$ cat config.mk
export PLATFORM = sky130hd
export DESIGN_NAME = cam_param_search
export DESIGN_NICKNAME = d
export VERILOG_FILES = /design/src/rtl/cam_param_search.sv
export SDC_FILE = /design/constraint.sdc
export NUM_CORES = 1
export LEC_CHECK = 0
export ABC_AREA = 1
export CAP_MARGIN = 20
export CORE_UTILIZATION = 55
export DETAILED_ROUTE_END_ITERATION = 7
export PLACE_DENSITY_LB_ADDON = 0.12
export SYNTH_ARGS = -nofsm -noshare
export SYNTH_HDL_FRONTEND = slang
export SYNTH_SLANG_ARGS = --single-unit
$ cat constraint.sdc
create_clock -name clk -period 6.5 [get_ports clk]
set_clock_uncertainty 0.05 [all_clocks]
set_input_delay 0.975 -clock clk [delete_from_list [all_inputs] [get_ports clk]]
set_output_delay 0.975 -clock clk [all_outputs]
set_load 0.05 [all_outputs]
$ cat src/rtl/cam_param_search.sv
// Parametrised CAM: DEPTH x DATA_W entries with valid bits, addressed write, invalidate,
// lowest-free allocate and a one-cycle-latency search returning hit, min/max address and count.

module cam_entry #(
    parameter int DATA_W = 4
) (
    input  logic              clk,
    input  logic              reset,
    input  logic              we,
    input  logic              clr,
    input  logic [DATA_W-1:0] wdata,
    input  logic [DATA_W-1:0] key,
    output logic              valid,
    output logic              match
);
    logic [DATA_W-1:0] data;

    always_ff @(posedge clk) begin
        if (reset) begin
            valid <= 1'b0;
            data  <= '0;
        end else if (we) begin
            valid <= 1'b1;
            data  <= wdata;
        end else if (clr) begin
            valid <= 1'b0;
        end
    end

    // Compares the pre-edge contents, so a same-cycle write is not seen by a search.
    assign match = valid && (data == key);
endmodule

module cam_param_search #(
    parameter int DATA_W = 4,
    parameter int DEPTH  = 8,
    parameter int ADDR_W = $clog2(DEPTH),
    parameter int CNT_W  = $clog2(DEPTH + 1)
) (
    input  logic              clk,
    input  logic              reset,
    input  logic              wr_en,
    input  logic [ADDR_W-1:0] wr_addr,
    input  logic [DATA_W-1:0] wr_data,
    input  logic              inv_en,
    input  logic [ADDR_W-1:0] inv_addr,
    input  logic              alloc_en,
    input  logic [DATA_W-1:0] alloc_data,
    output logic              alloc_ack,
    output logic [ADDR_W-1:0] alloc_addr,
    output logic              cmd_drop,
    input  logic              srch_en,
    input  logic [DATA_W-1:0] srch_key,
    output logic              srch_done,
    output logic              hit,
    output logic [ADDR_W-1:0] min_addr,
    output logic [ADDR_W-1:0] max_addr,
    output logic [CNT_W-1:0]  hit_count,
    output logic [CNT_W-1:0]  occupancy,
    output logic              full
);
    typedef struct packed {
        logic              hit;
        logic [ADDR_W-1:0] lo;
        logic [ADDR_W-1:0] hi;
        logic [CNT_W-1:0]  cnt;
    } srch_res_t;

    logic [DEPTH-1:0]  valid, match;
    logic [DEPTH-1:0]  wr_sel, inv_sel, free_sel;
    logic [DEPTH-1:0]  ent_we, ent_clr, valid_nxt;
    logic [DATA_W-1:0] ent_wdata;
    logic [ADDR_W-1:0] free_idx;
    logic              any_free, wr_ok, inv_ok;
    logic              wr_do, inv_do, alloc_do, drop_nxt;
    logic [CNT_W-1:0]  occ_nxt;
    srch_res_t         res_nxt, res_q;

    // Address decode doubles as range check: out-of-range addresses select nothing.
    always_comb begin
        wr_sel   = '0;
        inv_sel  = '0;
        free_sel = '0;
        free_idx = '0;
        any_free = 1'b0;
        for (int i = 0; i < DEPTH; i++) begin
            wr_sel[i]  = (wr_addr == ADDR_W'(i));
            inv_sel[i] = (inv_addr == ADDR_W'(i));
            if (!valid[i] && !any_free) begin
                free_sel[i] = 1'b1;
                free_idx    = ADDR_W'(i);
                any_free    = 1'b1;
            end
        end
    end

    assign wr_ok    = |wr_sel;
    assign inv_ok   = |inv_sel;
    assign wr_do    = wr_en && wr_ok;
    assign inv_do   = !wr_en && inv_en && inv_ok;
    assign alloc_do = !wr_en && !inv_en && alloc_en && any_free;

    always_comb begin
        drop_nxt = 1'b0;
        if (wr_en)
            drop_nxt = !wr_ok || inv_en || alloc_en;
        else if (inv_en)
            drop_nxt = !inv_ok || alloc_en;
        else if (alloc_en)
            drop_nxt = !any_free;
    end

    assign ent_we    = ({DEPTH{wr_do}} & wr_sel) | ({DEPTH{alloc_do}} & free_sel);
    assign ent_clr   = {DEPTH{inv_do}} & inv_sel;
    assign ent_wdata = wr_en ? wr_data : alloc_data;
    assign valid_nxt = (valid & ~ent_clr) | ent_we;

    for (genvar g = 0; g < DEPTH; g++) begin : g_ent
        cam_entry #(.DATA_W(DATA_W)) u_ent (
            .clk   (clk),
            .reset (reset),
            .we    (ent_we[g]),
            .clr   (ent_clr[g]),
            .wdata (ent_wdata),
            .key   (srch_key),
            .valid (valid[g]),
            .match (match[g])
        );
    end

    always_comb begin
        occ_nxt = '0;
        res_nxt = '0;
        for (int i = 0; i < DEPTH; i++) begin
            if (valid_nxt[i])
                occ_nxt = occ_nxt + CNT_W'(1);
            if (match[i]) begin
                if (!res_nxt.hit)
                    res_nxt.lo = ADDR_W'(i);
                res_nxt.hit = 1'b1;
                res_nxt.hi  = ADDR_W'(i);
                res_nxt.cnt = res_nxt.cnt + CNT_W'(1);
            end
        end
    end

    always_ff @(posedge clk) begin
        if (reset) begin
            alloc_ack  <= 1'b0;
            alloc_addr <= '0;
            cmd_drop   <= 1'b0;
            srch_done  <= 1'b0;
            res_q      <= '0;
            occupancy  <= '0;
            full       <= 1'b0;
        end else begin
            alloc_ack <= alloc_do;
            if (alloc_do)
                alloc_addr <= free_idx;
            cmd_drop  <= drop_nxt;
            srch_done <= srch_en;
            if (srch_en)
                res_q <= res_nxt;
            occupancy <= occ_nxt;
            full      <= (occ_nxt == CNT_W'(DEPTH));
        end
    end

    assign hit       = res_q.hit;
    assign min_addr  = res_q.lo;
    assign max_addr  = res_q.hi;
    assign hit_count = res_q.cnt;
endmodule

## Word level (Yosys, flattened, before mapping)

Index checks and enable logic that the tools add are counted.

| storage, ports and cells | value |
|---|---|
| register bits | 62 |
| bits in latches | 0 |
| RAM bits | 0 |
| ROM bits | 0 |
| input bits | 24 |
| logic and storage cells | 189 |
| memories | 0 |

| cells by class | value |
|---|---|
| add/sub/neg operators | 14 |
| $mul | 0 |
| divide/modulo/power cells | 0 |
| magnitude comparators | 0 |
| eq/ne operators | 23 |
| shift-type cells | 0 |
| mux-type cells | 65 |
| bitwise gates (word level) | 7 |
| reductions and logical operators | 54 |

Operators by type and width:

| kind | number |
|---|---|
| two-way mux 11 bit | 8 |
| adder 4 x 1 -> 4 bit, second input constant | 14 |
| two-way mux 3 bit | 13 |
| two-way mux 1 bit | 36 |
| bitwise AND 8 bit | 4 |
| == test 4 bit | 8 |
| two-way mux 4 bit | 8 |
| == test 3 bit, second input constant | 8 |
| logical AND 1 bit | 21 |
| logical NOT 1 bit | 18 |
| bitwise OR 8 bit | 2 |
| nonzero test 2 bit | 8 |
| OR reduction 8 bit | 2 |
| == test 3 x 2 -> 1 bit, second input constant | 4 |
| inverter 8 bit | 1 |
| == test 3 x 1 -> 1 bit, second input constant | 2 |
| logical NOT 3 bit | 2 |
| == test 4 bit, second input constant | 1 |
| logical OR 1 bit | 3 |

## Longest topological paths before layout

Gate-level depths: netlist of the first run.

| depth | value |
|---|---|
| depth after elaboration | 41 |
| depth in mapped cells | 31 |

## Hierarchy

From an unflattened synthesis of the first run, not the netlist that was laid out.

| unflattened totals | value |
|---|---|
| cells, all modules | 705 |
| area total of the unflattened synthesis | 4,414.2 sq um |

Modules (own cells, without submodules):

| module | instances | cells each | area each (sq um) | sequential area each (sq um) |
|---|---|---|---|---|
| cam_param_search | 1 | 401 | 2,392.3 | 440.4 |
| cam_entry | 8 | 38 | 252.7 | 100.1 |

## Worst setup path after synthesis of the first run

Ideal clock, no wire load.

| timing | value |
|---|---|
| path type | input port to flip-flop |
| start point | input port srch_key[0] |
| end point | register res_q, in the netlist hit_count[1] |
| setup time | 0.123 ns |
| arrival time | 4.784 ns |
| slack | 1.543 ns |
| cell stages on the path | 25 |
| buffers on the path | 1 |
| cells stage by stage | clkbuf_1 > o22ai_1 > a21oi_1 > o2111ai_1 > nor3_1 > inv_1 > ha_1 > nand4_1 > nand2_2 > inv_1 > ha_1 > nand2_1 > nand2_1 > ha_1 > nor2_1 > a31oi_2 > ha_1 > inv_1 > o21ai_2 > ha_1 > nand2_1 > o21ai_1 > ha_1 > o21ai_0 > o21ai_0 |

| between the ends | value |
|---|---|
| longest elaborated chain between the ends | 17 |

RTL lines:

| element | RTL line | source |
|---|---|---|
| start, declared | 53 | `input logic [DATA_W-1:0] srch_key,` |
| == test 4 bit | 31 | `assign match = valid && (data == key);` |
| logical AND 1 bit | 31 |  |
| two-way mux 11 bit | 137 | `if (match[i]) begin` |
| adder 4 x 1 -> 4 bit | 142 | `res_nxt.cnt = res_nxt.cnt + CNT_W'(1);` |
| two-way mux 11 bit | 137 |  |
| adder 4 x 1 -> 4 bit | 142 |  |
| two-way mux 11 bit | 137 |  |
| adder 4 x 1 -> 4 bit | 142 |  |
| two-way mux 11 bit | 137 |  |
| adder 4 x 1 -> 4 bit | 142 |  |
| two-way mux 11 bit | 137 |  |
| adder 4 x 1 -> 4 bit | 142 |  |
| two-way mux 11 bit | 137 |  |
| adder 4 x 1 -> 4 bit | 142 |  |
| two-way mux 11 bit | 137 |  |
| adder 4 x 1 -> 4 bit | 142 |  |
| two-way mux 11 bit * | 137 |  |
| end signal, assigned | 163 | `res_q <= res_nxt;` |
| end, declared | 77 | `srch_res_t res_nxt, res_q;` |

Every way passes the cells marked *; elsewhere a longest branch is shown, timed or not.
A chain may end at the register's enable or synchronous reset.

## Worst setup path in the final report of the first run

Ends and elaborated chain as after synthesis.

==> results of run 1 <==
[worst min-delay path, stage by stage (launching register included)]
cell and delay [ns]:
dfxtp_1 0.32, nand2_1 0.06, a21oi_1 0.05
[power groups by stage]
stage	Clock [mW]	Combinational, mW	Sequential [mW]
final	0.344	0.218	0.408
after CTS	0.346	0.217	0.408
after detailed placement	0	0.216	0.416
after global placement	0	0.209	0.416
after global routing	0.362	0.243	0.410
after floorplan	0	0.134	0.435
[logic make-up after synthesis]
logic type	Yosys count	share of synthesized area, %
buffers and inverters	123	11.3
adder cells (fa/ha/maj)	15	4.46
XOR/XNOR	9	2.05
AND/OR/NAND/NOR	315	34.7
AO/OA/AOI/OAI	136	18.1
flip-flops	62	29.5
[cells in the final DEF, fill, tap and decap left out, drive strengths merged]
| cell type | n |
|---|---|
| nand2 | 172 |
| nand3 | 51 |
| a2111oi | 1 |
| o22ai | 8 |
| ha | 15 |
| nor4 | 1 |
| clkinvlp | 2 |
| or2 | 12 |
| xnor2 | 3 |
| nor3 | 4 |
| a21oi | 52 |
| inv | 111 |
| bufinv | 1 |
| clkdlybuf4s50 | 45 |
| dfxtp | 62 |
| buf | 1 |
| o2111ai | 2 |
| a211oi | 5 |
| nor2 | 56 |
| clkbuf | 10 |
| and2 | 3 |
| o21a | 1 |
| a31oi | 5 |
| o31ai | 1 |
| a311oi | 1 |
| clkinv | 3 |
| nand4 | 13 |
| xor2 | 6 |
| o21ai | 59 |
| o211ai | 1 |
| nand3b | 3 |
[through the flow]
stage / setup slack (ns) / hold WS [ns] / util [%]
after floorplan: 1.54 / 0.392 / -
after global placement: 0.817 / 0.410 / 64.6
after detailed placement: 0.613 / 0.415 / 64.6
after CTS: 0.984 / 0.426 / 67.3
after global routing: 0.536 / 0.447 / 67.3
final: 0.971 / 0.422 / 67.3
[worst max path at each step]
stage,end,startpoint
after floorplan,hit_count[1],srch_key[0]
after detailed placement,hit_count[1],srch_key[0]
after global placement,hit_count[1],srch_key[0]
after CTS,hit_count[1],srch_key[0]
after global routing,hit_count[3],srch_key[0]
final,hit_count[1],srch_key[0]
[metal layers]
metal / GRT usage, % / vias up / routed length (um) / share of wire, %
met5: 0 / - / 0 / 0
met4: 10.7 / 0 / 184 / 1.7
met3: 4.71 / 18 / 448 / 4.1
met2: 51.6 / 117 / 5300 / 49
met1: 34.0 / 2007 / 4870 / 45
li1: - / 2227 / - / -
[cell usage after synthesis, drive strengths merged, types with 2 or more instances]
| cell | n | area, sq um |
|---|---|---|
| nand2 | 172 | 688 |
| inv | 110 | 413 |
| dfxtp | 62 | 1240 |
| o21ai | 59 | 310 |
| nor2 | 56 | 215 |
| a21oi | 52 | 268 |
| nand3 | 51 | 313 |
| ha | 15 | 188 |
| nand4 | 13 | 96.3 |
| or2 | 12 | 75.1 |
| o22ai | 8 | 50.1 |
| buf | 6 | 35.0 |
| clkbuf | 6 | 22.5 |
| xor2 | 6 | 60.1 |
| a211oi | 5 | 37.5 |
| a31oi | 5 | 37.5 |
| nor3 | 4 | 20.0 |
| and2 | 3 | 18.8 |
| nand3b | 3 | 26.3 |
| xnor2 | 3 | 26.3 |
| o2111ai | 2 | 17.5 |
[state kept, by name, summed over array words and instances, names as in the netlist, 3 cells and up]
register and count:
hit_count 4, alloc_addr 3, occupancy 4, g_ent.u_ent.valid 8
max_addr 3, g_ent.u_ent.data 32, min_addr 3
[layout make-up]
| type | count | share of cell area [%] |
|---|---|---|
| Multi-Input combinational cell | 475 | 50.6 |
| Inverter | 111 | 8.45 |
| Clock buffer | 10 | 2.59 |
| Clock inverter | 6 | 1.45 |
| Sequential cell | 62 | 25.2 |
| Tap cell | 99 | 2.51 |
| Timing Repair Buffer | 46 | 9.28 |
==> impl_metrics.json, run 1 <==
{
  "status": "finished, final reports clean",
  "vdd_drop_max_v": 0.000117,
  "leakage_nw": 2.34,
  "worstPathMaxFanout": 15,
  "io_buffers": 45,
  "insertion_delay_ns": 0.35,
  "wl_per_cell_um": 13.3,
  "whs_path_depth": 2,
  "setup_viol": 0,
  "rows": 31,
  "synth_edf_count": 0,
  "hold_class": "reg2reg",
  "max_clock_freq_mhz": 181,
  "fill_cells": 634,
  "combPwrFrac_pct": 22.5,
  "r2r_slack_ns": 2.05,
  "cts-root-buf": "clkbuf_8",
  "syn-instance-count": 660,
  "r2r-end": "hit_count[1]",
  "path_clk_slew_ns": 0.07,
  "crit_family": "adder cells",
  "slew_headroom_pct": 53.9,
  "totalWireLength_um": 10800,
  "max_cap_violations": 0,
  "multi_input_area_sq_um": 2490,
  "switchingPower_mw": 0.319,
  "design_area_sq_um": 4930,
  "yosysWarnings": 0,
  "sw_frac_of_total_pct": 32.8,
  "cts_setup_buffers": 0,
  "period_share_pct": 85.1,
  "setup_tns_ns": 0,
  "cts.htree.levels": 3,
  "dp_cells": 793,
  "fin_nets": 744,
  "crit_path_end_kind": "flop",
  "seq_area_frac_synth_pct": 29.5,
  "cts_resized": 0,
  "area_growth_pct": 17.2,
  "antenna_cells": 0,
  "cts_tree": "yes",
  "antenna_found_initial": 0,
  "first_pass_iters": 5,
  "cpMostUsedCell": "ha_1",
  "die_w_um": 89.5,
  "grt_overflow": 0,
  "tightestPinTransition_ns": 0.690,
  "hold_viol_final": 0,
  "cellPowerDensity_nw_per_um2": 197,
  "min_period_ns": 5.53,
  "rsz0062_at_grt": "no",
  "grt_max_degree": 41,
  "critical_path_depth": 25,
  "required_ns": 6.69,
  "core_sq_um": 7330,
  "p_int_mw": 0.651,
  "power_mw": 0.970,
  "start_util_pct": 57.4,
  "crit_path_start_kind": "input port",
  "min_to": "min_addr[2]",
  "gp_congestion": 0.943,
  "first_iter_violations": 287,
  "cp_slowest_cell": "clkdlybuf4s50_1",
  "place_hpwl_um": 8390,
  "clockPowerShare_pct": 35.4,
  "io_pins": 46,
  "ctsHoldBuffers": 0,
  "synth_ff_type": "dfxtp_1",
  "cts_sinks": 62,
  "die_h_um": 89.5,
  "syn-cell-area_sq_um": 4210,
  "post-route-drc-count": 0,
  "viasPerCell": 5.40,
  "grt_pass1_wl_um": 17500,
  "placed_area_sq_um": 4730,
  "grtUsageTotal_pct": 28.6,
  "drive_above_1_share_pct": 10.8,
  "synthArstFlopShare_pct": 0,
  "synth-seq-cells": 62,
  "final-seq-area_sq_um": 1240,
  "cts_buffer_depth": 2,
  "sequentialPowerShare_pct": 42.1,
  "syn_area_per_cell_sq_um": 6.38,
  "numCtsBuffers": 9,
  "critPathKind": "in2reg",
  "rr_worst_depth": 25,
  "ant_nets": 0,
  "synth_nets": 699,
  "rr_startpoint": "g_ent[1].u_ent.data[1]",
  "route.vias.total": 4369,
  "arrival_ns": 5.72,
  "max_stage_delay_ns": 0.78,
  "min_from": "min_addr[2]",
  "drv_slew": 0,
  "final_cells": 809,
  "grt_pass1_vias": 3986,
  "ys_types": 45,
  "critPathBufInv": 4,
  "die_area_sq_um": 8010
}
No activity file was read; power rests on OpenSTA's default activity.
==> run 2, diff against run 1 <==
- CTS_CLUSTER_DIAMETER: not set -> 30
- SLEW_MARGIN: not set -> 20
==> results of run 2 <==
Same layout as run 1: the final DEF is identical, and so are final timing and power.
